--- src/rtl/onehot_sequencer.sv ---
// One-hot position sequencer: rotate up/down, bounce between the ends, and load,
// with self-recovery from any non-one-hot state and registered wrap/err pulses.
module onehot_sequencer #(
    parameter  int WIDTH = 4,
    localparam int PW    = ($clog2(WIDTH) > 1) ? $clog2(WIDTH) : 1
) (
    input  logic             clk,
    input  logic             rst_n,
    input  logic [1:0]       mode,
    input  logic             en,
    input  logic             load,
    input  logic [WIDTH-1:0] load_val,
    output logic [WIDTH-1:0] next,
    output logic [PW-1:0]    pos,
    output logic             wrap,
    output logic             err
);

    typedef enum logic [1:0] {
        MODE_HOLD   = 2'b00,
        MODE_UP     = 2'b01,
        MODE_DOWN   = 2'b10,
        MODE_BOUNCE = 2'b11
    } mode_e;

    localparam logic [WIDTH-1:0] BIT0 = WIDTH'(1);

    logic [WIDTH-1:0] r_next;
    logic [PW-1:0]    r_pos;
    logic             r_dir_up;
    logic             r_wrap;
    logic             r_err;

    logic [WIDTH-1:0] w_next;
    logic             w_dir_up;
    logic             w_wrap;
    logic             w_err;
    logic             w_state_ok;
    logic             w_load_ok;

    function automatic logic is_onehot(input logic [WIDTH-1:0] v);
        return (v != '0) && ((v & (v - BIT0)) == '0);
    endfunction

    // Only valid for one-hot input; every caller guarantees that.
    function automatic logic [PW-1:0] encode(input logic [WIDTH-1:0] v);
        logic [PW-1:0] idx;
        idx = '0;
        for (int i = 0; i < WIDTH; i++) begin
            if (v[i]) idx = idx | PW'(i);
        end
        return idx;
    endfunction

    assign w_state_ok = is_onehot(r_next);
    assign w_load_ok  = is_onehot(load_val);

    always_comb begin
        // NOTE: every output of this block gets a default first, so no path infers a latch.
        w_next   = r_next;
        w_dir_up = r_dir_up;
        w_wrap   = 1'b0;
        w_err    = 1'b0;

        if (load) begin
            if (w_load_ok) begin
                w_next = load_val;
            end else begin
                w_next   = BIT0;
                w_dir_up = 1'b1;
                w_err    = 1'b1;
            end
        end else if (!w_state_ok) begin
            w_next   = BIT0;
            w_dir_up = 1'b1;
            w_err    = 1'b1;
        end else if (en) begin
            case (mode_e'(mode))
                MODE_UP: begin
                    w_next = {r_next[WIDTH-2:0], r_next[WIDTH-1]};
                    w_wrap = r_next[WIDTH-1];
                end
                MODE_DOWN: begin
                    w_next = {r_next[0], r_next[WIDTH-1:1]};
                    w_wrap = r_next[0];
                end
                MODE_BOUNCE: begin
                    if (r_dir_up && r_next[WIDTH-1]) begin
                        w_next   = r_next >> 1;
                        w_dir_up = 1'b0;
                        w_wrap   = 1'b1;
                    end else if (!r_dir_up && r_next[0]) begin
                        w_next   = r_next << 1;
                        w_dir_up = 1'b1;
                        w_wrap   = 1'b1;
                    end else begin
                        w_next = r_dir_up ? (r_next << 1) : (r_next >> 1);
                        // With two positions every bounce step lands on an end.
                        w_wrap = (WIDTH == 2);
                    end
                end
                default: ;
            endcase
        end
    end

    always_ff @(posedge clk or negedge rst_n) begin
        if (!rst_n) begin
            r_next   <= BIT0;
            r_pos    <= '0;
            r_dir_up <= 1'b1;
            r_wrap   <= 1'b0;
            r_err    <= 1'b0;
        end else begin
            // NOTE: sequential state uses non-blocking assignments so all flops update together.
            r_next   <= w_next;
            r_pos    <= encode(w_next);
            r_dir_up <= w_dir_up;
            r_wrap   <= w_wrap;
            r_err    <= w_err;
        end
    end

    assign next = r_next;
    assign pos  = r_pos;
    assign wrap = r_wrap;
    assign err  = r_err;

endmodule

--- config.mk ---
export PLATFORM = sky130hd
export DESIGN_NAME = onehot_sequencer
export DESIGN_NICKNAME = d
export VERILOG_FILES = /design/src/rtl/onehot_sequencer.sv
export SDC_FILE = /design/constraint.sdc
export NUM_CORES = 1
export LEC_CHECK = 0
export ABC_AREA = 1
export BUFFER_PORTS_ARGS = -buffer_cell sky130_fd_sc_hd__buf_2
export CORE_UTILIZATION = 56
export DETAILED_ROUTE_END_ITERATION = 8
export GPL_ROUTABILITY_DRIVEN = 0
export HOLD_SLACK_MARGIN = 0.05
export PLACE_DENSITY = 0.9
export SYNTH_ARGS = -nofsm -noshare
export SYNTH_HDL_FRONTEND = slang
export SYNTH_SLANG_ARGS = --single-unit
--- constraint.sdc ---
create_clock -name clk -period 2.29 [get_ports clk]
set_input_delay 0 -clock clk [delete_from_list [all_inputs] [get_ports clk]]
set_output_delay 0 -clock clk [all_outputs]
set_load 0.01 [all_outputs]
# Yosys cells after proc, flatten, opt, wreduce, memory -nomap -nowiden
# Index checks and enable logic that the tools add are counted.
# op_classes
addsub	2
n_mul	0
div	0
magnitude_cmp	0
n_eq_ne	8
n_shift	0
n_mux	27
bitwise	2
reduce_logical	11
# op_table
cell	count
$mux 4	7
$mux 1	16
$pmux 4 s3	1
$and 4x4->4	2
$logic_not 4->1	2
$reduce_bool 4->1	2
$sub 4x1->4 const B	2
$ne 5x2->1 const B	1
$eq 2x2->1 const B	2
$logic_and 1x1->1	4
$mux 2	2
$ne 4x2->1 const B	1
$reduce_and 4->1	1
$ne 3x2->1 const B	1
$ne 3x3->1 const B	1
$pmux 1 s3	1
$eq 2x1->1 const B	1
$ne 2x2->1 const B	1
$reduce_and 2->1	1
$logic_not 1->1	1
# totals
regBits	9
latchBits	0
ramBits	0
mem_bits_ro	0
in_bits	10
elab_cells	56
n_memories	0

# Longest topological paths before layout
# logic_depth
depth_word	11
ltp_mapped	12
mapped_depth_nobuf	12

# Least setup slack after synthesis
# No wires, ideal clock.
# synth_timing
path_type	reg-to-reg
from	reg r_next[0] (netlist: next[0])
to	reg r_next[0] (netlist: next[0])
setup_ns	0.076
arrival_time_ns	1.220
required_time_ns	2.214
setup_slack_ns	0.994
stages_incl_launch_ff	11
n_path_buf	1
path_cell_list	dfstp_2 > buf_6 > nor2_4 > nand2_1 > nand2_4 > nor2_8 > nand2_2 > nand2_1 > inv_1 > nand2_1 > nand2_1
# synth_via
elab_chain_len	7
word_cells_on_any_way	15
cone_classes	1 x add/sub; 2 x eq/ne; 6 x mux; 1 x bitwise; 5 x reduce/logical
# synth_rtl
element	line_no	rtl
start: declaration	28	logic [WIDTH-1:0] r_next;
start signal: assignment	116	r_next <= w_next;
branches (longest 7 deep; another with $sub 4x1->4)	--	
# Several ways; the timed one is not identified. The select of a mux whose other input is x is not followed.
# A chain may end at the register's enable or synchronous reset.

# Final worst setup path
# layout_timing
from	reg r_next[0] (netlist: next[0])
to	reg r_pos[1] (netlist: pos[1])
# layout_via
elab_chain_len	9
word_cells_on_any_way	14
cone_classes	1 x add/sub; 8 x mux; 1 x bitwise; 4 x reduce/logical
# layout_rtl
element	line_no	rtl
branches (longest 5 deep; another with $sub 4x1->4)	--	
$mux 4 *	73	end else if (!w_state_ok) begin
$mux 4 *	65	if (load) begin
$mux 2	50	if (v[i]) idx = idx | PW'(i);
$mux 2 *	50	
end signal: assignment	117	r_pos <= encode(w_next);
end: declaration	29	logic [PW-1:0] r_pos;
# Mark *: on every way between the ends. The select of a mux whose other input is x is not followed.

==> reports/results.tsv <==
stage	metric	value	unit
outcome	status	completed	
clocking	H-tree depth	1	
critical_path	CP Capture Type	register	
timing	FMAX	0.7264	GHz
floorplanning	Ports	18	
synthesis	top-area cell type share of the netlist area	22.26	%
final_layout	most frequent cells in the layout	nand2_1, inv_1, buf_2	
final_layout	synth-to-layout area growth	14.94	%
final_layout	layout cells sized above 1	23.19	%
clocking	Num CTS Buffers	3	
timing	min cycle time layout	1.377	ns
timing	max_slew headroom	77.85	%
synthesis	Yosys reg bits	9	
power	Tot Pwr	0.7909	mW
grt	Remaining Overflow, GRT	0	
final_layout	fill cell count	112	
timing	max-slew violations	0	
clocking	Worst-Skew Late Latency	0.26	ns
clocking	Longest Clk Path Bufs	2	
clocking	CTS tree	done	
placement	input/output buffers	17	
grt	global-route wire length before repair	2559	um
placement	hpwl dp	1266	um
synthesis	sequential share of the synthesized area	28.93	%
floorplanning	Die Width	39.49	um
route	vias per inst	5.033	
final_layout	fin nets	153	
timing	worst slew pin tran	0.3288	ns
route	DR WL/cell	10.37	um
critical_path	CP dominant cell by count	nand2_1	
critical_path	Setup CP Type	register to register	
final_layout	Finished Layout Cells	153	
critical_path	worst path bufs/invs	0	
floorplanning	Core ar.	1301	sq um
placement	Setup WS pre-CTS	0.9357	ns
critical_path	maximum fanout along the worst path	10	
grt	pin count of the biggest net entering global routing	11	
clocking	CTS clk-pin slew, worst paths	0.06	ns
floorplanning	die area	1559	sq um
synthesis	top cell type by total area after synthesis	dfrtp_1	
floorplanning	Die Span Y	39.49	um
critical_path	Largest stage delay, worst path	0.65	ns
clocking	clock net sink count	9	
floorplanning	Core Rows	13	
critical_path	Worst setup SP type	register	
critical_path	Req. time, crit path	2.43	ns
critical_path	slowest library cell on the worst path	dfstp_2	
power	pwr/cell area	874.3	nW/um^2
route	TritonRoute pass-1 iters	4	
job	maxcap violations	0	
placement	placed cells	148	
synthesis	Yosys warnings	0	
synthesis	top post-synthesis cells by area	dfrtp_1, nand2_1, inv_1	
route	Routed WL	1587	um
clocking	post-CTS sizing	0	
grt	GRT Util Overall	24.53	%
synthesis	Post-Syn Area	787.0	sq um
power	peak ir drop on the vdd network	0.0004467	V
synthesis	Post-Synthesis Cells	118	
timing	Final Hold Violating Endpoints	0	
route	number of remaining DRC errors	0	
timing	setup TNS	0	ns
route	Routed Antenna Nets	0	
final_layout	# diodes	0	
clocking	root buf cell	clkbuf_4	
hold_path	HP Class	input pin to asynchronous set/reset pin	
grt	initial antenna violation count	0	
timing	Setup violations, final	0	
route	DR iter-0 viols	26	
critical_path	critical-path cell list	nand2_1 > nand2_1 > nand2_1 > nand2_1 > nand2_1 > a21oi_1 > nand2_1	
synthesis	syn nets	132	
final_layout	commonest non-fill, non-tap cell in the layout	nand2_1	
timing	RSZ-0062 raised after global routing	false	
timing	crit share post-route	60.12	%
critical_path	critical path arrival	1.52	ns
synthesis	Unique masters post-synth	23	
critical_path	Crit path max-delay family	flip-flops	
synthesis	Syn Area/Cell	6.670	sq um
timing	Setup WS post-layout	0.9133	ns
grt	vias in the first global route	653	
timing	clock skew	0.006351	ns
floorplanning	starting density of the core	60.48	%
power	Leak Pwr	0.5384	nW
route	Vias	770	
-- per-stage QoR --
stage | cell area, sq um | hold slack [ns] | utilization [%]
after floorplan | 787.0 | -0.2956 | -
after global placement | 868.3 | -0.1461 | 66.73
after detailed placement | 868.3 | -0.1354 | 66.73
after CTS | 904.6 | 0.1109 | 69.52
after global routing | 904.6 | 0.1400 | 69.52
final | 904.6 | 0.1129 | 69.52
-- what timing repair did --
item	4_1_cts	5_1_grt
hold endpoints to repair	9	0
buffers inserted	0	0
hold buffers	1	0
-- power breakdown --
group / total (mW) / leakage, nW / internal, mW / switching [mW]
Sequential: 0.299 / 0.111 / 0.221 / 0.0777
Clock: 0.124 / 0.0150 / 0.0672 / 0.0572
Combinational: 0.368 / 0.412 / 0.144 / 0.223
Total: 0.791 / 0.538 / 0.433 / 0.358
-- synthesized netlist by cell type --
master,n
nand2_1,43
nor2_4,2
nor2_1,12
nor3_1,3
buf_6,2
nor2_8,1
dfstp_2,2
ha_1,4
nand2_2,2
inv_1,19
xnor2_1,1
a31oi_1,1
dfrtp_1,7
nand3_4,1
nand2_4,1
a21oi_1,3
and2_1,1
a21oi_2,1
inv_2,1
nand3_1,6
o21ai_2,1
nand3b_1,1
o21ai_0,3
-- logic make-up (layout without fill, tap and decap cells) --
family	Yosys count	in the layout	share of synthesized area, %
DFF	9	9	28.94
buffers and inverters	22	42	12.40
AOI/OAI and AO/OA	9	9	6.836
adders and majority gates	4	4	6.360
xor gates and xnor gates	1	1	1.113
and+or+nand+nor	73	73	44.36
-- worst paths after layout --
check	from	cells after the start	slack, ns	endpoint
hold reg to reg	r_dir_up	2	0.52	r_dir_up
setup reg to reg	next[0]	7	0.91	pos[1]
hold / removal	rst_n	2	0.11	pos[0]
max in group asynchronous	rst_n	2	1.93	r_dir_up
setup / recovery	next[0]	7	0.91	pos[1]
min in group clk	en	4	0.11	next[0]
-- flip-flops by register name, summed over array words and instances, names as in the netlist --
register / cells
err: 1
next: 4
pos: 2
r_dir_up: 1
wrap: 1
-- layer usage --
| layer | track usage [%] | up-vias | wire length, um |
|---|---|---|---|
| met3 | 0 | 5 | 78 |
| met5 | 0 | - | 0 |
| met4 | 12.93 | 0 | 32 |
| met2 | 45.49 | 33 | 791 |
| met1 | 28.08 | 334 | 685 |
| li1 | - | 398 | - |
-- worst register-to-register path: stages (launching register included) --
cell and delay, ns:
dfstp_2 0.65, nand2_1 0.10, nand2_1 0.07, nand2_1 0.05, nand2_1 0.07, nand2_1 0.07, a21oi_1 0.20, nand2_1 0.07
-- cell type report --
cell class                 count  area, sq um  share of cell area [%]
sequential                     9        227.7                   25.17
inverter                      20        75.07                   8.299
tap                           15        18.77                   2.075
timing repair buffer          18        95.09                   10.51
multi-input combinational     87        461.7                   51.04
clock buffer                   4        26.28                   2.905
Note: power is estimated with default switching activity, not from simulation.
